===== src/rtl/controlador_nivel_temperatura.sv =====
// Round-robin scan controller sharing one temperature comparator across N sensors,
// with per-sensor debounce of the comparator level, maximum level and alarm flag.
module controlador_nivel_temperatura #(
  parameter int N_SENSORES = 4,
  parameter int K_CONFIRMA = 3,
  parameter int TIMEOUT    = 16,
  parameter int LIM_ALARME = 5
) (
  input  logic                          clock,
  input  logic                          reset_n,
  input  logic                          iniciar,
  input  logic                          parar,
  output logic [$clog2(N_SENSORES)-1:0] sel_sensor,
  output logic                          medir,
  input  logic                          pronto,
  input  logic [2:0]                    nivel,
  output logic [3*N_SENSORES-1:0]       niveis,
  output logic [2:0]                    nivel_max,
  output logic                          alarme,
  output logic                          atualizado,
  output logic                          ocupado,
  output logic                          erro_timeout
);

  localparam int SEL_W = $clog2(N_SENSORES);
  localparam int CNT_W = $clog2(K_CONFIRMA + 1);
  localparam int TMO_W = $clog2(TIMEOUT + 1);

  typedef enum logic [1:0] {OCIOSO, MEDE, ESPERA, AVALIA} estado_t;

  estado_t          r_estado, w_prox;
  logic [SEL_W-1:0] r_sel, w_sel_prox;
  logic [TMO_W-1:0] r_cont_tmo;
  logic             r_parar, r_erro, r_atualizado;
  logic             w_inicia, w_avanca, w_amostra, w_timeout, w_parar_ef;

  logic [2:0]       r_conf [N_SENSORES];
  logic [2:0]       r_cand [N_SENSORES];
  logic [CNT_W-1:0] r_cnt  [N_SENSORES];
  logic [2:0]       w_conf_n, w_cand_n;
  logic [CNT_W-1:0] w_cnt_n;
  logic             w_muda;

  // A stop request seen in the very cycle the sensor completes still counts.
  assign w_parar_ef = r_parar | parar;
  assign w_sel_prox = (r_sel == SEL_W'(N_SENSORES - 1)) ? '0 : r_sel + 1'b1;

  // NOTE: every always_comb output gets a default first so no latch is inferred.
  always_comb begin
    w_prox    = r_estado;
    w_inicia  = 1'b0;
    w_avanca  = 1'b0;
    w_amostra = 1'b0;
    w_timeout = 1'b0;
    case (r_estado)
      OCIOSO: if (iniciar && !parar) begin
        w_inicia = 1'b1;
        w_prox   = MEDE;
      end
      MEDE:   w_prox = ESPERA;
      ESPERA: begin
        if (pronto) begin
          w_prox = AVALIA;
        end else if (r_cont_tmo == TMO_W'(TIMEOUT - 1)) begin
          w_timeout = 1'b1;
          w_avanca  = 1'b1;
        end
      end
      AVALIA: begin
        w_amostra = 1'b1;
        w_avanca  = 1'b1;
      end
      default: w_prox = OCIOSO;
    endcase
    if (w_avanca) w_prox = w_parar_ef ? OCIOSO : MEDE;
  end

  // Debounce step for the currently selected sensor.
  always_comb begin
    w_conf_n = r_conf[r_sel];
    w_cand_n = r_cand[r_sel];
    w_cnt_n  = r_cnt[r_sel];
    w_muda   = 1'b0;
    if (nivel == r_conf[r_sel]) begin
      w_cnt_n = '0;
    end else begin
      w_cand_n = nivel;
      w_cnt_n  = (nivel == r_cand[r_sel]) ? r_cnt[r_sel] + 1'b1 : CNT_W'(1);
      if (w_cnt_n == CNT_W'(K_CONFIRMA)) begin
        w_conf_n = nivel;
        w_cnt_n  = '0;
        w_muda   = 1'b1;
      end
    end
  end

  always_ff @(posedge clock or negedge reset_n) begin
    if (!reset_n) begin
      r_estado     <= OCIOSO;
      r_sel        <= '0;
      r_cont_tmo   <= '0;
      r_parar      <= 1'b0;
      r_erro       <= 1'b0;
      r_atualizado <= 1'b0;
    end else begin
      r_estado     <= w_prox;
      r_atualizado <= w_amostra & w_muda;
      if (w_inicia)      r_sel <= '0;
      else if (w_avanca) r_sel <= w_sel_prox;
      if (r_estado == MEDE)                r_cont_tmo <= '0;
      else if (r_estado == ESPERA && !pronto) r_cont_tmo <= r_cont_tmo + 1'b1;
      if (w_inicia)                            r_parar <= 1'b0;
      else if (r_estado != OCIOSO && parar)    r_parar <= 1'b1;
      if (w_inicia)       r_erro <= 1'b0;
      else if (w_timeout) r_erro <= 1'b1;
    end
  end

  // NOTE: the debounce arrays are a handful of flops, not a RAM, so they take the async reset.
  always_ff @(posedge clock or negedge reset_n) begin
    if (!reset_n) begin
      for (int i = 0; i < N_SENSORES; i++) begin
        r_conf[i] <= '0;
        r_cand[i] <= '0;
        r_cnt[i]  <= '0;
      end
    end else if (w_amostra) begin
      r_conf[r_sel] <= w_conf_n;
      r_cand[r_sel] <= w_cand_n;
      r_cnt[r_sel]  <= w_cnt_n;
    end
  end

  always_comb begin
    niveis    = '0;
    nivel_max = '0;
    for (int i = 0; i < N_SENSORES; i++) begin
      niveis[3*i +: 3] = r_conf[i];
      if (r_conf[i] > nivel_max) nivel_max = r_conf[i];
    end
  end

  assign alarme       = int'(nivel_max) >= LIM_ALARME;
  assign sel_sensor   = r_sel;
  assign medir        = (r_estado == MEDE);
  assign ocupado      = (r_estado != OCIOSO);
  assign erro_timeout = r_erro;
  assign atualizado   = r_atualizado;

endmodule


===== config.mk =====
export PLATFORM = sky130hd
export DESIGN_NAME = controlador_nivel_temperatura
export DESIGN_NICKNAME = d
export VERILOG_FILES = /design/src/rtl/controlador_nivel_temperatura.sv
export SDC_FILE = /design/constraint.sdc
export NUM_CORES = 1
export LEC_CHECK = 0
export ABC_AREA = 1
export CORE_MARGIN = 2
export CORE_UTILIZATION = 42
export DETAILED_ROUTE_END_ITERATION = 10
export SLEW_MARGIN = 30
export SYNTH_ARGS = -nofsm -noshare
export SYNTH_HDL_FRONTEND = slang
export SYNTH_SLANG_ARGS = --single-unit

===== constraint.sdc =====
create_clock -name clock -period 3.7 [get_ports clock]
set_input_delay 0.37 -clock clock [delete_from_list [all_inputs] [get_ports clock]]
set_output_delay 0.37 -clock clock [all_outputs]
set_load 0.02 [all_outputs]

Yosys cells after proc, flatten, opt, wreduce, memory -nomap -nowiden

Cells that the tools add are included.

Register bits: 44
Input port bits: 8
Output and inout bits: 22

Add/subtract/negate cells: 3
$lt $le $gt $ge: 7
Eq/ne operators: 10
Mux-type cells: 49
Bitwise logic cells: 3
Reductions and logical operators: 14

Operators by type and width:

| operator            | number |
|---|---|
| $mux 3              | 12 |
| $bwmux 12           | 2 |
| $mux 2              | 12 |
| $mux 1              | 13 |
| $bmux 3 s2          | 2 |
| $mux 5              | 2 |
| $reduce_bool 2->1   | 5 |
| $gt 3x3->1          | 3 |
| $bwmux 8            | 1 |
| $eq 2x2->1 const B  | 4 |
| $demux 3 s2         | 1 |
| $eq 3x3->1          | 2 |
| $ge 3x3->1 const B  | 2 |
| $ne 3x3->1 const B  | 2 |
| $pmux 2 s3          | 1 |
| $add 5x1->5 const B | 1 |
| $eq 5x4->1 const B  | 1 |
| $add 2x1->2 const B | 2 |
| $bmux 2 s2          | 1 |
| $demux 2 s2         | 1 |
| $logic_and 1x1->1   | 4 |
| $reduce_bool 4->1   | 1 |
| $gt 3x1->1 const B  | 1 |
| $lt 3x1->1 const B  | 1 |
| 8 further kinds     | 9 |

Depth between registers and ports, before layout

Depth after elaboration: 10
Depth in mapped cells: 22

Worst setup path after synthesis

No wires, ideal clock.

Kind: register to output
From: register r_conf (netlist bit niveis[2])
To: output alarme
Arrival time: 3.584 ns
Data required time: 3.330 ns
Slack: -0.254 ns
Cell stages (with the launch flop): 21
Cell sequence: dfrtp_1 > inv_1 > ha_1 > a21oi_1 > nand2_1 > nand2_1 > nand2_1 > o21ai_0 > inv_1 > ha_1 > nand2_1 > o21ai_0 > nand3_1 > a21boi_0 > ha_1 > nand2_1 > o21ai_0 > nand2_1 > nand3_1 > o21ai_0 > a21oi_1

Word-level cells in the longest chain between the ends: 9

Ends and longest elaborated chain:

| element                         | RTL line | RTL |
|---|---|---|
| start, declared                 | 37       | `logic [2:0] r_conf [N_SENSORES];` |
| start signal, assigned by index | 128      | `r_conf[r_sel] <= w_conf_n;` |
| $gt 3x1->1                      | 139      | `if (r_conf[i] > nivel_max) nivel_max = r_conf[i];` |
| $mux 3 *                        | 139      |  |
| $gt 3x3->1                      | 139      |  |
| $mux 3 *                        | 139      |  |
| $gt 3x3->1                      | 139      |  |
| $mux 3 *                        | 139      |  |
| $gt 3x3->1                      | 139      |  |
| $mux 3 *                        | 139      |  |
| $ge 3x3->1 *                    | 143      | `assign alarme = int'(nivel_max) >= LIM_ALARME;` |
| end, declared                   | 19       | `output logic alarme,` |

Mark *: on every way between the ends. The rest lies on a longest branch, timed or not.

Final worst setup path

From: register r_conf (netlist bit niveis[5])
To: output alarme

Word-level cells in the longest chain between the ends: 7

Ends and longest elaborated chain:

| element      | RTL line |
|---|---|
| $gt 3x3->1   | 139 |
| $mux 3 *     | 139 |
| $gt 3x3->1   | 139 |
| $mux 3 *     | 139 |
| $gt 3x3->1   | 139 |
| $mux 3 *     | 139 |
| $ge 3x3->1 * | 143 |

Marked as above.

==> qor.txt <==
failing checks: negative setup slack
1st-pass router iterations: 4
largest net degree at the start of global routing: 45
Initial Utilization: 43.63%
final worst path period need: 3.823 ns
RSZ-0062 raised after global routing: true
Final nets: 479
skew final: 0.01274 ns
worst slew pin tran: 0.9097 ns
share of cells above drive strength 1: 28.00%
Root Buffer: clkbuf_8
DRC: 0
Final Hold Vio Count: 0
Avg Synthesized Cell Area: 7.662 um2
worst-skew pair later-pin latency: 0.29 ns
hold-fix buffer count after cts: 0
min-delay worst type: in -> async
commonest non-fill, non-tap cell in the layout: nand2_1
Place WS: -0.6051 ns
Critical Path Sink Type: output pin
synthesized cell area: 2980 um2
drt wl/cell: 13.90 um
Final Cycle Share: 103.3%
max-cap violations: 0
Final ANT Viol Nets: 0
HPWL Detailed: 5.332 mm
Pins Over Slew Limit: 0
Core Util, Final: 56.92%
status: complete, but fails checks
vias post-DR: 2739
die area: 7786 um2
crit-path max FO: 5
commonest cells after routing, fill and taps aside: 115 x nand2_1, 44 x nand3_1, 43 x dfrtp_1
Distinct cells, synth: 34
PortBufs: 29
Final setup viols: 4
Core Footprint: 6832 um2
vias in the first global route: 2763
startpoint types: flip-flop
PnR worst setup slack: -0.1230 ns
die span in y: 88.24 um
Placer Congestion: 0.8749
Rel. slew slack: 39.35%
critical path data required time: 3.33 ns
dominant cell type by area after synthesis: dfrtp_1
fillers: 670
initial antenna violation count: 0
GRT overflow: 0
post-synthesis sequential area ratio: 36.94%
synthesized flop and latch total: 44
CP Class: reg -> out
CTS tree: yes
global-route wire length before repair: 12.92 mm
Clock Tree Buf Depth: 2
multi-input logic area: 1834 um2
via density per instance: 5.016
Final Hold Slack: 0.06645 ns
Num CTS Buffers: 5
CP arrival: 3.45 ns
final instance area: 3889 um2
Cell Area, Placed: 3450 um2
Syn Inst Count: 389
Die Wd: 88.24 um
H-tree level count: 2
I/O Pins: 30
FP Rows: 30
synth top area cells: dfrtp_1 37%, nand2_1 16%, nand3_1 8.6%
synth warn: 0
area delta synth->final: 30.48%
Clock Sinks: 44
top-area cell type share of the netlist area: 36.94%
Register Area: 1102 um2
syn nets: 417
highest clock rate: 0.2616 GHz
total track usage: 21.14%
ant diodes: 0
drt total wl: 7.588 mm
initial DRC count: 123
Clk pin slew, worst setup/hold paths: 0.08 ns
==> worst max-delay path, cell delays in order (launching register included) <==
cell and delay (ns):
dfrtp_1 0.41, ha_4 0.27, a21oi_2 0.16, nand2_2 0.10
nand2_4 0.08, nand2_2 0.05, o21ai_2 0.07, inv_2 0.07
ha_4 0.29, nand2_4 0.05, o21ai_4 0.19, nand3_2 0.11
a21boi_2 0.17, ha_1 0.30, nand2_2 0.06, o21ai_2 0.14
nand2_2 0.10, buf_6 0.13, nand3_2 0.08, nand2_4 0.05
a21oi_2 0.16, buf_6 0.14
==> final cells by class <==
cell class                      instances  share of cell area (%)
Timing Repair Buffer                   61                   13.80
Inverter                               49                   5.051
Multi-Input combinational cell        290                   47.17
Sequential cell                        44                   28.35
Tap cell                               96                   3.089
Clock inverter                          1                  0.7722
Clock buffer                            5                   1.770
==> final timing paths <==
path	from	to	slack, ns	cells after the start
max in group asynchronous	reset_n	niveis[2]$_DFFE_PN0P_	3.21	1
min in group clock	r_cnt[7]$_DFFE_PN0P_	r_cnt[7]$_DFFE_PN0P_	0.48	2
worst max register to register	sel_sensor[0]$_DFFE_PN0P_	r_cand[11]$_DFFE_PN0P_	1.21	9
worst max-delay path	niveis[5]$_DFFE_PN0P_	alarme	-0.12	21
worst min register to register	r_cnt[7]$_DFFE_PN0P_	r_cnt[7]$_DFFE_PN0P_	0.48	2
worst min-delay path	reset_n	r_cont_tmo[0]$_DFFE_PN0P_	0.07	1
==> sequential cells by signal (all words and copies together), names as in the netlist <==
name,count
sel_sensor,2
r_estado,2
r_cont_tmo,5
r_cnt,8
r_cand,12
r_parar,1
atualizado,1
erro_timeout,1
niveis,12
==> routing by layer <==
metal / GRT usage, % / share of wire (%)
met1: 28.98 / 47
met2: 35.06 / 47
met3: 3.358 / 3.6
met4: 5.647 / 1.9
met5: 0 / 0
==> metrics by stage <==
step | TNS (ns) | cells
after floorplan | 0 | 389
after global placement | -1.488 | 524
after detailed placement | -1.982 | 524
after CTS | -0.1879 | 542
after global routing | -0.8999 | 546
final | -0.3138 | 546
==> Yosys cell counts <==
library cell / instances
o22ai_1: 1
o211ai_1: 1
buf_8: 1
clkbuf_1: 1
inv_6: 1
a31oi_1: 1
nor2_1: 8
nand4_1: 10
inv_1: 43
nor4_1: 1
nor3_1: 3
clkinv_1: 3
nand2_1: 125
o21ai_0: 18
nand2_4: 2
a21boi_0: 1
and2_1: 2
ha_1: 20
xor2_2: 3
inv_8: 1
buf_6: 4
nor2_2: 1
or2_2: 1
nor3_4: 1
nand2_2: 20
a21oi_1: 6
nand3_1: 51
o21ai_1: 1
dfrtp_1: 44
nor3b_1: 1
nand4_4: 1
inv_2: 1
nor2_4: 1
nand3_2: 10
==> kinds of logic (layout without fill, tap and decap cells) <==
family                     count (synthesis)  after routing  synth area share, %
adders and majority gates                 20             20                8.396
AOI/OAI and AO/OA                         29             29                5.122
DFF                                       44             44                36.94
and+or+nand+nor                          238            238                39.17
xor gates and xnor gates                   3              3                1.637
buffers and inverters                     55            116                8.732
==> timing repair <==
action / in CTS / in global routing
setup buffers: 12 / 4
resized for setup: 48 / 30
setup endpoints to repair: 4 / 4
pin swaps: 17 / 13
Power is not shown: default switching activity piles up to over one toggle a cycle in this logic, so the estimate is an artifact.
